--- src/rtl/mips_bp_pkg.sv ---
// Shared constants and counter helper for the IF-stage branch predictor.
package mips_bp_pkg;

  localparam int unsigned PC_W = 32;

  localparam logic [1:0] CNT_WEAK_NT  = 2'b01;
  localparam logic [1:0] CNT_WEAK_T   = 2'b10;
  localparam logic [1:0] CNT_STRONG_T = 2'b11;

  // Clamped up/down step; counters up to 8 bits wide, cnt_max is the ceiling
  function automatic logic [7:0] sat_inc_dec(input logic [7:0] cnt, input logic up,
                                             input logic [7:0] cnt_max);
    logic [7:0] res;
    res = cnt;
    if (up) begin
      if (cnt != cnt_max) res = cnt + 8'd1;
    end else if (cnt != 8'd0) begin
      res = cnt - 8'd1;
    end
    return res;
  endfunction

endpackage

--- src/rtl/bp_table.sv ---
// Direct-mapped BTB storage: lookup read port, update read port, one write port.
module bp_table #(
  parameter int unsigned   ENTRIES = 16,
  parameter int unsigned   IDX_W   = 4,
  parameter int unsigned   TAG_W   = 8,
  parameter int unsigned   CNT_W   = 2,
  parameter int unsigned   PC_W    = 32,
  parameter logic [CNT_W-1:0] CNT_RST = '0
) (
  input  logic             clk,
  input  logic             rst_n,
  input  logic [IDX_W-1:0] i_lk_idx,
  output logic             o_lk_valid,
  output logic [TAG_W-1:0] o_lk_tag,
  output logic [PC_W-1:0]  o_lk_target,
  output logic [CNT_W-1:0] o_lk_cnt,
  input  logic [IDX_W-1:0] i_up_idx,
  output logic             o_up_valid,
  output logic [TAG_W-1:0] o_up_tag,
  output logic [CNT_W-1:0] o_up_cnt,
  input  logic             i_wr_en,
  input  logic [TAG_W-1:0] i_wr_tag,
  input  logic             i_wr_target_en,
  input  logic [PC_W-1:0]  i_wr_target,
  input  logic [CNT_W-1:0] i_wr_cnt
);

  logic             r_valid  [ENTRIES];
  logic [TAG_W-1:0] r_tag    [ENTRIES];
  logic [PC_W-1:0]  r_target [ENTRIES];
  logic [CNT_W-1:0] r_cnt    [ENTRIES];

  assign o_lk_valid  = r_valid[i_lk_idx];
  assign o_lk_tag    = r_tag[i_lk_idx];
  assign o_lk_target = r_target[i_lk_idx];
  assign o_lk_cnt    = r_cnt[i_lk_idx];
  assign o_up_valid  = r_valid[i_up_idx];
  assign o_up_tag    = r_tag[i_up_idx];
  assign o_up_cnt    = r_cnt[i_up_idx];

  // Valid and counter state clear asynchronously; a reset wipes any write in flight
  always_ff @(posedge clk or negedge rst_n) begin
    if (!rst_n) begin
      for (int i = 0; i < int'(ENTRIES); i++) begin
        r_valid[i] <= 1'b0;
        r_cnt[i]   <= CNT_RST;
      end
    end else if (i_wr_en) begin
      r_valid[i_up_idx] <= 1'b1;
      r_cnt[i_up_idx]   <= i_wr_cnt;
    end
  end

  // Tag/target are qualified by valid, so they need no reset
  always_ff @(posedge clk) begin
    if (i_wr_en) begin
      r_tag[i_up_idx] <= i_wr_tag;
      if (i_wr_target_en) r_target[i_up_idx] <= i_wr_target;
    end
  end

endmodule

--- src/rtl/branch_target_predictor.sv ---
// IF-stage BTB predictor with EX-stage resolution, redirect and saturating statistics.
module branch_target_predictor
  import mips_bp_pkg::*;
#(
  parameter int unsigned ENTRIES = 16,
  parameter int unsigned TAG_W   = 8,
  parameter int unsigned CNT_W   = 2,
  parameter int unsigned STAT_W  = 32
) (
  input  logic              clk,
  input  logic              reset,
  input  logic [31:0]       if_pc,
  output logic              pred_taken,
  output logic [31:0]       pred_target,
  input  logic              upd_valid,
  input  logic              upd_uncond,
  input  logic [31:0]       upd_pc,
  input  logic              upd_taken,
  input  logic [31:0]       upd_target,
  input  logic              ex_pred_taken,
  input  logic [31:0]       ex_pred_target,
  output logic              mispredict,
  output logic [31:0]       redirect_pc,
  output logic [STAT_W-1:0] stat_branches,
  output logic [STAT_W-1:0] stat_mispred
);

  localparam int unsigned IDX_W = $clog2(ENTRIES);

  // 2-bit encodings widened: MSB kept, low bit replicated
  localparam logic [CNT_W-1:0] L_WEAK_NT  = {CNT_WEAK_NT[1],  {(CNT_W-1){CNT_WEAK_NT[0]}}};
  localparam logic [CNT_W-1:0] L_WEAK_T   = {CNT_WEAK_T[1],   {(CNT_W-1){CNT_WEAK_T[0]}}};
  localparam logic [CNT_W-1:0] L_STRONG_T = {CNT_STRONG_T[1], {(CNT_W-1){CNT_STRONG_T[0]}}};

  logic [IDX_W-1:0]  w_lk_idx, w_up_idx;
  logic [TAG_W-1:0]  w_lk_tag_in, w_up_tag_in, w_lk_tag, w_up_tag;
  logic              w_lk_valid, w_up_valid, w_lk_hit, w_up_hit;
  logic [PC_W-1:0]   w_lk_target;
  logic [CNT_W-1:0]  w_lk_cnt, w_up_cnt, w_wr_cnt;
  logic              w_wr_en, w_wr_target_en;
  logic              w_unused_pc;
  logic [STAT_W-1:0] r_stat_branches, r_stat_mispred;

  assign w_lk_idx    = if_pc[IDX_W+1:2];
  assign w_lk_tag_in = if_pc[IDX_W+2 +: TAG_W];
  assign w_up_idx    = upd_pc[IDX_W+1:2];
  assign w_up_tag_in = upd_pc[IDX_W+2 +: TAG_W];
  assign w_unused_pc = ^{if_pc, upd_pc};

  bp_table #(
    .ENTRIES (ENTRIES),
    .IDX_W   (IDX_W),
    .TAG_W   (TAG_W),
    .CNT_W   (CNT_W),
    .PC_W    (PC_W),
    .CNT_RST (L_WEAK_NT)
  ) u_table (
    .clk            (clk),
    .rst_n          (reset),
    .i_lk_idx       (w_lk_idx),
    .o_lk_valid     (w_lk_valid),
    .o_lk_tag       (w_lk_tag),
    .o_lk_target    (w_lk_target),
    .o_lk_cnt       (w_lk_cnt),
    .i_up_idx       (w_up_idx),
    .o_up_valid     (w_up_valid),
    .o_up_tag       (w_up_tag),
    .o_up_cnt       (w_up_cnt),
    .i_wr_en        (w_wr_en),
    .i_wr_tag       (w_up_tag_in),
    .i_wr_target_en (w_wr_target_en),
    .i_wr_target    (upd_target),
    .i_wr_cnt       (w_wr_cnt)
  );

  assign w_lk_hit    = w_lk_valid && (w_lk_tag == w_lk_tag_in);
  assign pred_taken  = w_lk_hit && w_lk_cnt[CNT_W-1];
  assign pred_target = pred_taken ? w_lk_target : (if_pc + 32'd4);

  assign w_up_hit    = w_up_valid && (w_up_tag == w_up_tag_in);
  assign mispredict  = upd_valid && ((upd_taken != ex_pred_taken) ||
                                     (upd_taken && (upd_target != ex_pred_target)));
  assign redirect_pc = upd_taken ? upd_target : (upd_pc + 32'd4);

  // Not-taken misses never allocate; everything else writes the indexed entry
  always_comb begin
    w_wr_en        = upd_valid && (w_up_hit || upd_taken);
    w_wr_target_en = upd_taken || upd_uncond;
    w_wr_cnt       = L_WEAK_T;
    if (upd_uncond) begin
      w_wr_cnt = L_STRONG_T;
    end else if (w_up_hit) begin
      w_wr_cnt = CNT_W'(sat_inc_dec(8'(w_up_cnt), upd_taken, 8'(L_STRONG_T)));
    end
  end

  always_ff @(posedge clk or negedge reset) begin
    if (!reset) begin
      r_stat_branches <= '0;
      r_stat_mispred  <= '0;
    end else begin
      if (upd_valid && (r_stat_branches != '1)) r_stat_branches <= r_stat_branches + STAT_W'(1);
      if (mispredict && (r_stat_mispred != '1)) r_stat_mispred  <= r_stat_mispred + STAT_W'(1);
    end
  end

  assign stat_branches = r_stat_branches;
  assign stat_mispred  = r_stat_mispred;

endmodule

--- config.mk ---
export PLATFORM = sky130hd
export DESIGN_NAME = branch_target_predictor
export DESIGN_NICKNAME = d
export VERILOG_FILES = /design/src/rtl/mips_bp_pkg.sv /design/src/rtl/bp_table.sv /design/src/rtl/branch_target_predictor.sv
export SDC_FILE = /design/constraint.sdc
export NUM_CORES = 1
export LEC_CHECK = 0
export ABC_AREA = 1
export BUFFER_PORTS_ARGS = -buffer_cell sky130_fd_sc_hd__clkbuf_2
export CORE_ASPECT_RATIO = 1.2
export CORE_UTILIZATION = 47
export DETAILED_ROUTE_END_ITERATION = 12
export PLACE_DENSITY = 0.67
export SYNTH_ARGS = -nofsm -noshare
export SYNTH_HDL_FRONTEND = slang
export SYNTH_SLANG_ARGS = --single-unit
--- constraint.sdc ---
create_clock -name clk -period 3.5 [get_ports clk]
set_input_delay 0.525 -clock clk [delete_from_list [all_inputs] [get_ports clk]]
set_output_delay 0.525 -clock clk [all_outputs]
set_load 0.01 [all_outputs]
==> qor.json <==
{
  "io_buffers": 263,
  "wl_per_cell_um": 23.5,
  "floorplan.initialDensity": 0.477,
  "final.period_utilization": 0.999,
  "layout.area.seq_sq_um": 22000,
  "cpLargestDelayFamily": "simple AND/OR/NAND/NOR gates",
  "timing.final.max_slew_violations": 0,
  "cp_cell_sequence": "buf_8 > buf_8 > buf_12 > buf_12 > a21oi_2 > o21ai_0 > o21ai_1 > nand2_1 > nand2_2 > inv_2 > nand3_2 > nand2_1 > nor2_2 > nand3_4 > nor2_4 > buf_6 > buf_4 > nand2_1 > nand2_2 > buf_6",
  "synth_top_area_cell": "sky130_fd_sc_hd__edfxtp_1",
  "worst_hold_startpoint": "upd_target[25]",
  "run_status": "completed",
  "dp.final_hpwl_um": 77300,
  "design_power_total_mw": 21.0,
  "p_leak_nw": 16.8,
  "wl_um": 117000,
  "pin_count": 264,
  "arrival_ns": 2.97,
  "worstReg2RegStart": "u_table.r_tag[15][3]",
  "timing.setup.critical_path_class": "primary input to output port",
  "rows": 109,
  "tritoncts_clock_tree": "built",
  "critical_path.max_stage_delay_ns": 0.24,
  "crit_path_launch_type": "primary input",
  "stdcell_count": 4986,
  "worst_slew_margin_rel": 0.276,
  "crit-reg2reg-capture": "u_table.r_target[14][28]",
  "grt_start_max_net_pins": 160,
  "ys_top_cells_by_count": "sky130_fd_sc_hd__nand2_1, sky130_fd_sc_hd__edfxtp_1, sky130_fd_sc_hd__nor2_1",
  "worst-r2r-cell-count": 16,
  "cp.required_ns": 2.97,
  "cp.buffers_inverters": 8,
  "yosysWarningCount": 0,
  "core_sq_um": 73900,
  "yosysMostFrequentCell": "sky130_fd_sc_hd__nand2_1",
  "number_of_antenna_violations_at_the_first_check_in_global_routing": 1,
  "setup_clock_skew_after_layout_ns": 0.0309,
  "min_period_ns": 3.50,
  "cts_buffers": 76,
  "gr-usage-all-layers": 0.301,
  "num-fill-cells": 6252,
  "netlist.area_leader.share": 0.545,
  "postSynthCellCount": 3527,
  "critical-path-slowest-cell": "sky130_fd_sc_hd__nor2_4",
  "syn_avg_cell_area_sq_um": 10.0,
  "r2r_slack_ns": 0.63,
  "area_taken_by_multi_input_logic_gates_sq_um": 11800,
  "timing.max_cap.violations": 0,
  "worstHoldPathType": "primary input to flip-flop",
  "route.detailed.drc": 0,
  "synth_cell_type_count": 48,
  "worst_hold_stages": 1,
  "final_net_count": 4068,
  "clock_tree.root_cell": "sky130_fd_sc_hd__clkbuf_16",
  "cts_htree_levels": 3,
  "clock_path_buffers": 3,
  "timing.critical_path.depth": 20,
  "post_synth_instance_area_sq_um": 35300,
  "cts_num_sinks": 752,
  "hold_viol": 0,
  "timing.fmax_mhz": 286,
  "final-setup-viol-count": 0,
  "floorplan.die.width_um": 252,
  "placed_cells": 4832,
  "synth-seq-area-share": 0.625,
  "syn_to_final_growth_pct": 20.6,
  "drt_first_pass_iters": 6,
  "grt-ovfl-total": 0,
  "hold-path-endpoint": "u_table.r_target[3][25]",
  "post_route_cells_drive_above_1_share": 0.191,
  "routed-via-count": 28700,
  "ys_ff_latch": 752,
  "via_per_inst": 5.75,
  "final_antenna_net_count": 0,
  "final_estimated_routing_congestion_in_global_placement": 0.976,
  "synthTopCellsByArea": "sky130_fd_sc_hd__edfxtp_1, sky130_fd_sc_hd__nand2_1, sky130_fd_sc_hd__dfrtp_1",
  "critical-path-top-cell-by-count": "sky130_fd_sc_hd__nand2_1",
  "power.density_cell_area_nw_per_um2": 493,
  "worst_setup_path_end_kind": "output port",
  "rsz_0062_raised_after_global_routing": "true",
  "fp.dieH_um": 302,
  "clk-insertion-delay-late_ns": 0.64,
  "ir_drop_v": 0.000430,
  "grt_pass1_wl_um": 169000,
  "synth_async_sr_flop_share": 0.149,
  "clkTransAtPathRegs_ns": 0.06,
  "area_enclosed_by_the_die_boundary_sq_um": 76200,
  "drt_first_iter_violations": 3560,
  "worst-slew-pin-transition_ns": 1.08,
  "synthesis.nets": 3668,
  "critPathMaxFanout": 9,
  "synthFlopType": "sky130_fd_sc_hd__edfxtp_1",
  "synth-edff-count": 640,
  "grt_pass1_vias": 26600
}
-- how the worst max path moves through the flow --
stage | from | endpoint | slack [ns]
final | if_pc[2] | pred_target[9] | 0.003
after global routing | u_table.r_tag[13][0] | pred_target[8] | -0.09
after CTS | u_table.r_tag[9][7] | pred_target[8] | -0.03
after detailed placement | if_pc[2] | pred_target[8] | -0.08
after global placement | if_pc[2] | pred_target[8] | -0.08
after floorplan | upd_pc[3] | u_table.r_target[0][0] | 0.04
-- layout by cell type, fill, tap and decap left out, types with 18 or more instances in the layout --
cell,netlist,final
sky130_fd_sc_hd__a21oi_1,64,57
sky130_fd_sc_hd__buf_12,0,53
sky130_fd_sc_hd__buf_4,17,185
sky130_fd_sc_hd__clkbuf_16,0,79
sky130_fd_sc_hd__clkbuf_2,0,247
sky130_fd_sc_hd__clkinv_1,2,19
sky130_fd_sc_hd__dfrtp_1,96,96
sky130_fd_sc_hd__edfxtp_1,640,640
sky130_fd_sc_hd__inv_1,215,207
sky130_fd_sc_hd__inv_2,18,25
sky130_fd_sc_hd__nand2_1,724,707
sky130_fd_sc_hd__nand2_2,2,18
sky130_fd_sc_hd__nand3_1,200,192
sky130_fd_sc_hd__nand4_1,33,33
sky130_fd_sc_hd__nor2_1,482,470
sky130_fd_sc_hd__nor3_1,41,40
sky130_fd_sc_hd__o211ai_1,34,34
sky130_fd_sc_hd__o21ai_0,393,373
sky130_fd_sc_hd__o21ai_1,37,55
sky130_fd_sc_hd__o221ai_1,49,49
sky130_fd_sc_hd__o22ai_1,89,89
sky130_fd_sc_hd__xnor2_1,36,36
sky130_fd_sc_hd__xor2_1,84,84
-- final cells by class --
cell class              count  area share
inverters                 235      0.0211
well taps                 999      0.0294
multi-input cells        2348       0.277
clock inverters            51      0.0140
repair buffers            513      0.0943
repair inverters            1    0.000206
flip-flops and latches    752       0.518
diodes                      1   0.0000588
clock buffers              86      0.0460
-- routing by layer --
metal | up-vias | part of all wire | GRT usage
li1 | 13000 | - | -
met1 | 13700 | 0.39 | 0.406
met2 | 1732 | 0.47 | 0.485
met3 | 231 | 0.12 | 0.0655
met4 | 2 | 0.031 | 0.0997
met5 | - | 0.00015 | 0
-- power by group --
part,internal (mW),total [mW],switching (mW)
clock,4.88,8.45,3.57
combinational,0.777,2.32,1.55
sequential,9.99,10.2,0.202
total,15.6,21.0,5.32
-- stage by stage --
| step | setup slack, ns | TNS, ns | util | instance area [sq um] | hold WS, ns |
|---|---|---|---|---|---|
| after floorplan | 0.0405 | 0 | - | 35300 | 0.229 |
| after global placement | -0.0783 | -0.125 | 0.535 | 39500 | 0.452 |
| after detailed placement | -0.0818 | -0.165 | 0.535 | 39500 | 0.455 |
| after CTS | -0.0311 | -0.0311 | 0.570 | 42100 | 0.128 |
| after global routing | -0.0879 | -1.61 | 0.576 | 42600 | 0.146 |
| final | 0.00322 | 0 | 0.576 | 42600 | 0.141 |
-- repair_timing --
item                                    4_1_cts  5_1_grt
pin swaps                                     0       17
endpoints found under the setup margin        5       39
endpoints found under the hold margin        42        0
cloned                                        0        5
resized for setup                             6       98
buffers inserted                              0       10
hold buffers                                  1        0
-- sequential cells by signal, indices dropped and copies added (netlist names) --
signal and flops:
stat_branches 32, stat_mispred 32, u_table.r_cnt 32, u_table.r_tag 128, u_table.r_target 512, u_table.r_valid 16
-- logic make-up (layout without fill, tap and decap cells) --
family          count (synthesis)  after routing  synth area share
flops                         752            752             0.625
compound gates                685            685             0.110
fa+ha+maj                       7              7           0.00248
xor+xnor                      120            120            0.0298
simple gates                 1536           1536             0.182
buf+inv                       427            886            0.0504
other cells                     0              1                 0
Note: power is estimated with default switching activity, not from simulation.
